File: src/rtl/counter_arbiter.sv
// Round-robin arbiter sharing one up-counter between two requesters.
// The granted requester's terminal count is latched at grant; done pulses for one cycle at the end.
//
// state | meaning
// IDLE  | no grant; arbitrate pending requests
// RUN   | counting from 0 up to the latched terminal count
// DONE  | one-cycle completion pulse to the granted requester
module counter_arbiter #(
  parameter int WIDTH = 4
) (
  input  logic             clk,
  input  logic             reset,
  input  logic [1:0]       req,
  input  logic [WIDTH-1:0] len0,
  input  logic [WIDTH-1:0] len1,
  output logic [1:0]       gnt,
  output logic             busy,
  output logic [WIDTH-1:0] count,
  output logic [1:0]       done
);

  typedef enum logic [1:0] {
    ST_IDLE = 2'd0,
    ST_RUN  = 2'd1,
    ST_DONE = 2'd2
  } state_t;

  state_t           state_q, state_d;
  logic [1:0]       gnt_q, gnt_d;
  logic [1:0]       done_q, done_d;
  logic             busy_q, busy_d;
  logic [WIDTH-1:0] count_q, count_d;
  logic [WIDTH-1:0] len_q, len_d;
  logic             owner_q, owner_d;
  logic             ptr_q, ptr_d;
  logic             win;

  // Requester 1 wins when it is alone, or on a tie when requester 0 was served last.
  assign win = req[1] & (~req[0] | ~ptr_q);

  always_ff @(posedge clk or posedge reset) begin
    if (reset) begin
      state_q <= ST_IDLE;
      gnt_q   <= 2'b00;
      done_q  <= 2'b00;
      busy_q  <= 1'b0;
      count_q <= '0;
      len_q   <= '0;
      owner_q <= 1'b0;
      ptr_q   <= 1'b1;
    end else begin
      state_q <= state_d;
      gnt_q   <= gnt_d;
      done_q  <= done_d;
      busy_q  <= busy_d;
      count_q <= count_d;
      len_q   <= len_d;
      owner_q <= owner_d;
      ptr_q   <= ptr_d;
    end
  end

  always_comb begin
    state_d = state_q;
    gnt_d   = gnt_q;
    done_d  = done_q;
    busy_d  = busy_q;
    count_d = count_q;
    len_d   = len_q;
    owner_d = owner_q;
    ptr_d   = ptr_q;
    case (state_q)
      ST_IDLE: begin
        if (req != 2'b00) begin
          owner_d = win;
          gnt_d   = win ? 2'b10 : 2'b01;
          len_d   = win ? len1 : len0;
          count_d = '0;
          busy_d  = 1'b1;
          state_d = ST_RUN;
        end
      end
      ST_RUN: begin
        // Abort outranks completion on the same cycle.
        if (!req[owner_q]) begin
          state_d = ST_IDLE;
          gnt_d   = 2'b00;
          busy_d  = 1'b0;
          count_d = '0;
          ptr_d   = owner_q;
        end else if (count_q == len_q) begin
          state_d = ST_DONE;
          done_d  = owner_q ? 2'b10 : 2'b01;
        end else begin
          count_d = count_q + WIDTH'(1);
        end
      end
      ST_DONE: begin
        state_d = ST_IDLE;
        done_d  = 2'b00;
        gnt_d   = 2'b00;
        busy_d  = 1'b0;
        count_d = '0;
        ptr_d   = owner_q;
      end
      default: begin
        state_d = ST_IDLE;
        gnt_d   = 2'b00;
        done_d  = 2'b00;
        busy_d  = 1'b0;
        count_d = '0;
      end
    endcase
  end

  assign gnt   = gnt_q;
  assign done  = done_q;
  assign busy  = busy_q;
  assign count = count_q;

endmodule

File: config.mk
export PLATFORM = sky130hd
export DESIGN_NAME = counter_arbiter
export DESIGN_NICKNAME = d
export VERILOG_FILES = /design/src/rtl/counter_arbiter.sv
export SDC_FILE = /design/constraint.sdc
export NUM_CORES = 1
export LEC_CHECK = 0
export ABC_CLOCK_PERIOD_IN_PS = 1600
export BUFFER_PORTS_ARGS = -buffer_cell sky130_fd_sc_hd__buf_2
export CORE_MARGIN = 2
export CORE_UTILIZATION = 30
export CTS_CLUSTER_SIZE = 30
export DETAILED_ROUTE_END_ITERATION = 8
export PLACE_DENSITY_LB_ADDON = 0.3
export SYNTH_ARGS = -nofsm -noshare
export SYNTH_HDL_FRONTEND = slang
export SYNTH_SLANG_ARGS = --single-unit
export TNS_END_PERCENT = 30
File: constraint.sdc
create_clock -name clk -period 1.6 [get_ports clk]
set_input_delay 0.08 -clock clk [delete_from_list [all_inputs] [get_ports clk]]
set_output_delay 0.08 -clock clk [all_outputs]
set_load 0.05 [all_outputs]
==> results.md <==
* Post-synthesis simple-gate area fraction at approximately 15%
* Share of cells above drive strength 1 at 29.9%
* Mapped Area at 878 um2
* Post-synthesis adder-cell area fraction at roughly 1.4%
* Clock transition at path regs at 90 ps
* RSZ-0062 raised after global routing: false
* Tot GR Track Use at 11.9%
* Largest area contributor in the netlist: dfrtp_1
* Post-CTS Resized at 0
* Startpoint types: register
* Die ar. at 0.00338 mm2
* Post-Syn Area per Cell at 10.6 um2
* #FFs+latches synth at 17
* Top FF cell, synth: dfrtp_1
* Die outline width at 58.1 um
* CP max FO at 7
* Area Growth Syn to Fin at 18.9%
* First-pass GRT wire length at about 3000 um
* Tcrit/Tclk final at about nine tenths
* CTS tree: done
* Total I/O pin count at 21
* Crit Path Class: reg2reg
* Vias in the first global route at just over 700
* Mux cell area share after synthesis at 8.55%
* GRT Residual Overflow at 0
* Num CTS Buffers at 3
* Final #Nets at 121
* Status: completed
* Placeable Area at 0.00276 mm2
* Clk root buf: clkbuf_4
* Int Pwr at 1050 uW
* Setup TNS at 0 ps
* Post-CTS Setup Repair Bufs at 0
* CTS sink count at 17
* Post-layout util at 37.9%
* Synth cell types at 34
* Synth area leaders: dfrtp_1, mux2i_1, o21ai_0, xnor2_1, nand2_1
* Slew headroom at 56.7%
* Sw Ratio at 45.6%
* Yosys warning count at 0
* Post-synth EDFFs at 0
* Most frequent cell after synthesis: dfrtp_1
* Iteration-0 DRC Markers at 3
* Vias per cell at 5.07
* Worst hold path type: in2reg
* CTS max path bufs at 2
* Die Span Y at 58.1 um
* 1st-pass router iterations at 4
* Leakage at between 0.0004 and 0.0005 uW
* CTS Hold Bufs at 1
* Fmax at 695 MHz
* Least-Margin Pin Slew at 648 ps
* Synth async-reset ratio at 100%
* Placer congestion estimate at around 0.82
* Min Clock Period, post-route at 1440 ps
* Fill count at 298
* WL per Instance at approximately 12 um
* Top cell type's share of synthesized area at 45.6%
* H-Tree Level Count at 1
* Post-synthesis compound-gate area fraction at 17.2%
* Sequential cell area fraction in the yosys report at 48.6%
* Initial Utilization at 31.9%
* Worst Path Required at 1770 ps
* Via count at 699
* Sw Pwr at 878 uW
* Number of remaining DRC errors at 0
* Max Slew Vio Count at 0
* IO Port Bufs at 20
* Total Wirelength at around 1700 um
* Synth Instances at 83
* Dpl hpwl at about 1300 um
* Initial antenna violation count at 0
* Final hold violations at 0
* Maximum vdd ir drop at 1.09 mV
* Syn_nets at 96
* Final setup viols at 0
* Final ANT Viol Nets at 0
* Cell Rows at 19
* Worst Clk Skew at 0.803 ps
* Top post-synthesis cells by count: dfrtp_1, nand2_1, o21ai_0
* Power Dens Cells at 1840 mW/mm2
* Sequential group share of total power at 39.7%
* XOR/XNOR Fraction of Synth Area at approximately 4.0%
* CP arrival at 1610 ps
* # Max-Cap Violations at 0
* Largest net degree at the start of global routing at 18
* Clk_lat worst skew at 280 ps
* Comb power frac at 48.8%
* CP endpoint kind: register
* Final antenna diode count at 0
* Clk pwr share at a little under an eighth
* Largest family of logic cells by synthesized area: compound AO/OA/AOI/OAI gates
layout make-up:
class / count / area (um2) / area share [%]
sequential: 17 / 427 / 40.8
multi-input combinational: 59 / 409 / 39.2
timing repair buffer: 24 / 133 / 12.7
tap: 31 / 38.8 / 3.71
clock buffer: 4 / 26.3 / 2.51
inverter: 3 / 11.3 / 1.08
registers in the layout (all words and copies together) (netlist names):
signal   count
gnt          2
count        4
state_q      2
ptr_q        1
len_q        4
owner_q      1
busy         1
done         2
placed cells by master, fill, tap and decap left out, drive strengths merged, types with 2 or more instances in the layout:
| cell | instances |
|---|---|
| o21ai | 8 |
| a21o | 2 |
| inv | 3 |
| mux2i | 6 |
| nand2 | 9 |
| nand3 | 3 |
| nor2 | 2 |
| dfrtp | 16 |
| buf | 23 |
| a21oi | 3 |
| and3b | 2 |
| clkbuf | 4 |
| nand4 | 2 |
| xnor2 | 4 |
| o211ai | 4 |
per-stage QoR:
step | cells | power (uW) | setup slack, ps | cell area [um2] | hold WS (ps)
after floorplan | 83 | 1530 | 63.2 | 878 | 5.34
after global placement | 133 | 1700 | 197 | 1010 | 206
after detailed placement | 133 | 1720 | 184 | 1010 | 213
after CTS | 138 | 1960 | 166 | 1040 | 67.3
after global routing | 138 | 2100 | 33.0 | 1040 | 67.0
final | 138 | 1930 | 161 | 1040 | 77.3
cell families (layout without fill, tap and decap cells):
| kind of cell | Yosys count | count (layout) |
|---|---|---|
| and+or+nand+nor | 25 | 25 |
| muxes | 7 | 7 |
| DFF | 17 | 17 |
| xor gates and xnor gates | 4 | 4 |
| buffers and inverters | 7 | 31 |
| adders and majority gates | 1 | 1 |
| AOI/OAI and AO/OA | 22 | 22 |
power groups by stage:
stage | clock (uW) | combinational (uW) | sequential, uW
CTS | 241 | 949 | 768
global route | 264 | 1040 | 799
global placement | 0 | 935 | 768
detailed placement | 0 | 945 | 776
floorplan | 0 | 551 | 982
finish | 222 | 940 | 765
per-layer routing:
metal | vias to the layer above | wire length (um) | part of all wire [%] | global-route usage (%)
li1 | 352 | - | - | -
met1 | 329 | 829 | 49 | 15.1
met2 | 16 | 782 | 46 | 18.8
met3 | 2 | 80 | 4.7 | 2.90
met4 | 0 | 14 | 0.82 | 5.98
met5 | - | 0 | 0 | 0
final timing paths:
kind	start	endpoint	slack, ps	cells after the start
max	owner_q	count[0]	160	4
min	len0[0]	len_q[0]	80	3
max reg2reg	owner_q	count[0]	160	4
min reg2reg	gnt[1]	gnt[1]	490	1
max in group asynchronous	reset	count[1]	770	3
min in group asynchronous	reset	len_q[0]	420	3
critical path, stage by stage, from the launching register on:
cell	delay, ps
dfrtp_1	450
mux2_4	320
and3b_1	250
a21oi_2	200
mux2i_1	90
No activity file was read; power rests on OpenSTA's default activity.
